`src/rtl/alpha_mem_sched_if.sv`:
```
// Handshake bundle between the alpha scheduler, the forward-recursion unit
// and the LLR unit.
interface alpha_mem_sched_if;
    logic       alpha_valid;
    logic       alpha_ready;
    logic       rd_req;
    logic       rd_ready;
    logic       rd_valid;
    logic [3:0] rd_step;

    modport master (
        output alpha_valid,
        output rd_req,
        input  alpha_ready,
        input  rd_ready,
        input  rd_valid,
        input  rd_step
    );

    modport slave (
        input  alpha_valid,
        input  rd_req,
        output alpha_ready,
        output rd_ready,
        output rd_valid,
        output rd_step
    );
endinterface

```
`src/rtl/alpha_mem_sched.sv`:
```
// Alpha SRAM scheduler: stores forward metrics per trellis step, then
// replays them in reverse order for the LLR unit.
module alpha_mem_sched #(
    parameter int STEPS      = 9,
    parameter int addr_width = 7
) (
    input  logic                  clk,
    input  logic                  rst,
    alpha_mem_sched_if.slave      bus,
    input  logic                  start,
    input  logic [3:0]            frame_len,
    output logic                  sram_write_read,
    output logic [addr_width:0]   sram_addr,
    output logic                  busy,
    output logic                  done,
    output logic                  err
);

    localparam int         AW      = addr_width + 1;
    localparam logic [3:0] MAX_LEN = 4'(STEPS);

    typedef enum logic [1:0] {
        IDLE,
        WRITE,
        READ,
        DRAIN
    } state_t;

    state_t     state;
    logic [3:0] len;
    logic [3:0] wr_step;
    logic [3:0] rd_ptr;
    logic       wr_fire;
    logic       rd_fire;
    logic       len_ok;

    assign wr_fire = (state == WRITE) && bus.alpha_valid;
    assign rd_fire = (state == READ) && bus.rd_req;
    assign len_ok  = (frame_len != 4'd0) && (frame_len <= MAX_LEN);

    // SRAM strobes are combinational so the access lands in the request cycle
    always_comb begin
        sram_write_read = wr_fire;
        sram_addr       = '0;
        if (wr_fire)
            sram_addr = AW'({wr_step, 3'b000});
        else if (rd_fire)
            sram_addr = AW'({rd_ptr, 3'b000});
    end

    always_ff @(posedge clk or negedge rst) begin
        if (!rst) begin
            state           <= IDLE;
            len             <= '0;
            wr_step         <= '0;
            rd_ptr          <= '0;
            busy            <= 1'b0;
            done            <= 1'b0;
            err             <= 1'b0;
            bus.alpha_ready <= 1'b0;
            bus.rd_ready    <= 1'b0;
            bus.rd_valid    <= 1'b0;
            bus.rd_step     <= '0;
        end else begin
            done         <= 1'b0;
            err          <= 1'b0;
            bus.rd_valid <= rd_fire;
            if (rd_fire)
                bus.rd_step <= rd_ptr;
            unique case (state)
                IDLE: begin
                    if (start && len_ok) begin
                        len             <= frame_len;
                        wr_step         <= '0;
                        busy            <= 1'b1;
                        bus.alpha_ready <= 1'b1;
                        state           <= WRITE;
                    end else if (start) begin
                        err <= 1'b1;
                    end
                end
                WRITE: begin
                    if (bus.alpha_valid) begin
                        wr_step <= wr_step + 4'd1;
                        if (wr_step == len - 4'd1) begin
                            rd_ptr          <= len - 4'd1;
                            bus.alpha_ready <= 1'b0;
                            bus.rd_ready    <= 1'b1;
                            state           <= READ;
                        end
                    end
                end
                READ: begin
                    if (bus.rd_req) begin
                        if (rd_ptr == 4'd0) begin
                            bus.rd_ready <= 1'b0;
                            done         <= 1'b1;
                            state        <= DRAIN;
                        end else begin
                            rd_ptr <= rd_ptr - 4'd1;
                        end
                    end
                end
                DRAIN: begin
                    busy  <= 1'b0;
                    state <= IDLE;
                end
                default: state <= IDLE;
            endcase
        end
    end

endmodule

```
`src/flat_wrapper.sv`:
```
// flat-port wrapper written by rule: the top's interface ports become plain ports
module alpha_mem_sched_flat 
#(
    parameter int STEPS      = 9,
    parameter int addr_width = 7
)
  (clk, rst, start, frame_len, sram_write_read, sram_addr, busy, done, err, bus_alpha_valid, bus_rd_req, bus_alpha_ready, bus_rd_ready, bus_rd_valid, bus_rd_step);
  alpha_mem_sched_if bus_i ();
  input  logic clk;
  input  logic rst;
  input  logic start;
  input  logic [3:0] frame_len;
  output logic sram_write_read;
  output logic [addr_width:0] sram_addr;
  output logic busy;
  output logic done;
  output logic err;
  input wire logic [$bits(bus_i.alpha_valid)-1:0] bus_alpha_valid;
  input wire logic [$bits(bus_i.rd_req)-1:0] bus_rd_req;
  output wire logic [$bits(bus_i.alpha_ready)-1:0] bus_alpha_ready;
  output wire logic [$bits(bus_i.rd_ready)-1:0] bus_rd_ready;
  output wire logic [$bits(bus_i.rd_valid)-1:0] bus_rd_valid;
  output wire logic [$bits(bus_i.rd_step)-1:0] bus_rd_step;
  assign bus_i.alpha_valid = bus_alpha_valid;
  assign bus_i.rd_req = bus_rd_req;
  assign bus_alpha_ready = bus_i.alpha_ready;
  assign bus_rd_ready = bus_i.rd_ready;
  assign bus_rd_valid = bus_i.rd_valid;
  assign bus_rd_step = bus_i.rd_step;
  alpha_mem_sched #(.STEPS(STEPS), .addr_width(addr_width)) u_core (.clk(clk), .rst(rst), .bus(bus_i), .start(start), .frame_len(frame_len), .sram_write_read(sram_write_read), .sram_addr(sram_addr), .busy(busy), .done(done), .err(err));
endmodule
```
`config.mk`:
```
export PLATFORM = sky130hd
export DESIGN_NAME = alpha_mem_sched_flat
export DESIGN_NICKNAME = d
export VERILOG_FILES = /design/src/rtl/alpha_mem_sched_if.sv /design/src/rtl/alpha_mem_sched.sv /design/src/flat_wrapper.sv
export SDC_FILE = /design/constraint.sdc
export NUM_CORES = 1
export LEC_CHECK = 0
export BUFFER_PORTS_ARGS = -buffer_cell sky130_fd_sc_hd__buf_2
export CORE_MARGIN = 2
export CORE_UTILIZATION = 45
export DETAILED_ROUTE_END_ITERATION = 10
export PLACE_DENSITY_LB_ADDON = 0.3
export SYNTH_ARGS = -nofsm -noshare
export SYNTH_HDL_FRONTEND = slang
export SYNTH_SLANG_ARGS = --single-unit
```
`constraint.sdc`:
```
create_clock -name clk -period 2.4 [get_ports clk]
set_input_delay 0.36 -clock clk [delete_from_list [all_inputs] [get_ports clk]]
set_output_delay 0.36 -clock clk [all_outputs]
set_load 0.02 [all_outputs]
```
==> qor.csv <==
metric,value,unit
Die H,60.20,µm
number of synthesized register bits,24,
status,"complete, no violations",
Die Area,3624,µm²
Clock Tree Root,sky130_fd_sc_hd__clkbuf_4,
worst clock skew on the final layout,0.004759,ns
Final Hold Vio Count,0,
wire length of the first global-routing pass,5188,µm
P_int,1.179,mW
FP Rows,20,
number of standard cells after synthesis,148,
slew of the pin with the lowest slew margin,0.6640,ns
number of placed I/O pins,28,
Slew Limit Fails,0,
share of the cycle needed by the critical path after routing,90.97,%
proportion of netlist area held by the largest area contributor,42.25,%
Hold WC Path Type,primary input to asynchronous set/reset pin,
power share of the combinational group,56.3,%
buffers added on ports,23,
number of design rule violations left after detail routing,0,
total core area,3028,µm²
area used by multi-input combinational logic,755.7,µm²
Post-layout nets,193,
required time worst endpoint,2.04,ns
portion of the post-synthesis area used by sequential elements,42.25,%
clock-pin transition on the worst setup and hold timing paths,0.13,ns
sequential fraction of design power,34.0,%
Worst-Skew Late Latency,0.30,ns
met2 wirelength from detailed routing,1413,µm
fill cell instance count of the final layout,295,
fraction of final layout cells sized beyond drive strength 1,25.71,%
worst setup path startpoint,u_core.state[1],
share of synthesized registers carrying an async set or reset,100.0,%
DRT met1 WL,1338,µm
worst slew margin relative to its limit,55.47,%
top area cells in the synthesized netlist,"sky130_fd_sc_hd__dfrtp_1 (42%), sky130_fd_sc_hd__ha_1 (7.0%), sky130_fd_sc_hd__nand2_1 (6.6%)",
Num CTS Buffers,3,
worst vdd rail ir drop,748.3,µV
Netlist Area Pre-Place,1421,µm²
clock tree sinks,24,
clock share of power,9.6,%
residual antenna-violating net count after detailed routing,0,
total power per unit cell area,1324,nW/µm²
max cap viols,0,
number of antenna violations at the first check in global routing,0,
WL per Instance,13.48,µm
kind of end point of the critical path,output port,
Post-synth top flop,sky130_fd_sc_hd__dfrtp_1,
total design power,2.173,mW
growth of design area from synthesis to finish,15.49,%
largest fanout on the critical path,10,
number of global-route vias before repair,1174,
final setup TNS,0,ns
initial DRC count,31,
GR Util All Layers,19.18,%
leading area contributor after synthesis,sky130_fd_sc_hd__dfrtp_1,
switching power share of the total,45.73,%
Critical Path AT,1.82,ns
Period minus WS final,2.183,ns
half-perimeter wire length after placement,2339,µm
Initial Util,46.94,%
FF/Latch Area,600.6,µm²
Leak,0.8301,nW
clock tree from TritonCTS,built,
highest-count cells in the layout ignoring fill and taps,"sky130_fd_sc_hd__nand2_1 (24), sky130_fd_sc_hd__dfrtp_1 (24), sky130_fd_sc_hd__buf_2 (23)",
RSZ-0062 raised after global routing,no,
average size of a mapped cell,9.604,µm²
top routing layer used,met4,
number of enable-type register cells in the synthesized netlist,0,
final-report setup violation count,0,
metal3 WL,162,µm
final weighted congestion of routability-driven global placement,0.8279,
"Setup Fix Bufs, Post-CTS",0,
detailed-route via count,1122,
Overflow after GRT,0,
startpoint of the lowest-slack register-to-register path,u_core.len[0],
peak clock frequency supported by timing,458.0,MHz
startpoint type of the worst setup path,flip-flop,
ant diodes,0,
largest net degree at the start of global routing,25,
total number of H-tree levels,1,
die span in x,60.20,µm
Yosys warnings,0,
clock buffer depth,2,
Initial DRT Pass Iterations,4,
"wirelength, routed",2952,µm
power dissipated by switching net loads,0.9935,mW
number of vias per cell,5.123,
type of the worst setup path,flip-flop to output port,
Synth cell types,43,
R2R depth,7,
[area by class of cell]
class / instances / area share, %
clock buffers: 4 / 2.210
flip-flops and latches: 24 / 36.59
multi-input cells: 107 / 46.04
inverters: 13 / 2.973
repair buffers: 27 / 8.841
well taps: 44 / 3.354
[logic make-up after synthesis]
kind of cell    Yosys count  synth area share [%]
compound gates           31                 15.41
xor+xnor                  8                 5.898
fa+ha+maj                 8                 7.043
buf+inv                  20                 6.426
flops                    24                 42.25
mux                       6                 4.841
other cells               1                0.2638
simple gates             50                 17.87
[state kept, by name, summed over array words and instances (netlist names)]
signal and flops:
u_core.bus.rd_step 4, u_core.len 4, u_core.rd_ptr 4, u_core.wr_step 4
u_core.state 2, u_core.bus.alpha_ready 1, u_core.bus.rd_ready 1, u_core.bus.rd_valid 1
u_core.busy 1, u_core.done 1, u_core.err 1
[Yosys cell counts (2+ instances only)]
library cell	instances
sky130_fd_sc_hd__inv_1	12
sky130_fd_sc_hd__mux2i_1	2
sky130_fd_sc_hd__ha_1	8
sky130_fd_sc_hd__a21oi_1	5
sky130_fd_sc_hd__o211ai_1	3
sky130_fd_sc_hd__a32o_1	2
sky130_fd_sc_hd__nand2_1	25
sky130_fd_sc_hd__dfrtp_1	24
sky130_fd_sc_hd__mux2_2	3
sky130_fd_sc_hd__nor4_1	3
sky130_fd_sc_hd__clkbuf_1	2
sky130_fd_sc_hd__nor2_1	7
sky130_fd_sc_hd__xnor2_1	2
sky130_fd_sc_hd__buf_4	4
sky130_fd_sc_hd__xor2_1	5
sky130_fd_sc_hd__o21ai_0	12
sky130_fd_sc_hd__nor3_1	3
[critical path, stage by stage (launching register included)]
cell and delay [ns]:
sky130_fd_sc_hd__dfrtp_1 0.46, sky130_fd_sc_hd__inv_1 0.11, sky130_fd_sc_hd__ha_1 0.18, sky130_fd_sc_hd__and2_0 0.25, sky130_fd_sc_hd__buf_4 0.20, sky130_fd_sc_hd__nand2_1 0.06, sky130_fd_sc_hd__o21ai_0 0.08, sky130_fd_sc_hd__buf_2 0.19
[routing by layer]
layer	GRT usage, %	vias to the layer above
li1	-	558
met1	24.97	521
met2	32.92	37
met3	3.247	6
met4	4.762	0
met5	0	-
[timing repair]
action	CTS	global route
endpoints found under the setup margin	1	4
hold endpoints to repair	0	0
gates resized for setup	1	3
hold buffers	0	0
[power groups by stage]
stage,clock (mW),sequential (mW),combinational [mW]
after global placement,0,0.744,1.17
after floorplan,0,0.785,0.838
after detailed placement,0,0.750,1.20
after global routing,0.237,0.770,1.38
final,0.209,0.740,1.22
after CTS,0.213,0.739,1.21
[through the flow]
stage | hold WS, ns | util, % | setup slack (ns) | cells | instance area [µm²]
after floorplan | 0.06441 | - | 0.1362 | 151 | 1433
after global placement | 0.3685 | 52.52 | 0.3153 | 215 | 1590
after detailed placement | 0.3738 | 52.52 | 0.2754 | 215 | 1590
after CTS | 0.03242 | 53.80 | 0.1020 | 219 | 1629
after global routing | 0.03194 | 54.21 | 0.008012 | 219 | 1642
final | 0.01184 | 54.21 | 0.2167 | 219 | 1642
[final timing paths]
check	to	slack, ns
min in group clk	u_core.len[0]	0.27
setup / recovery	sram_addr[4]	0.22
max in group asynchronous	u_core.bus.rd_step[2]	2.03
hold / removal	u_core.bus.rd_step[0]	0.01
hold reg to reg	u_core.bus.rd_step[1]	0.50
setup reg to reg	u_core.state[1]	0.26
No activity file was read; power rests on OpenSTA's default activity.
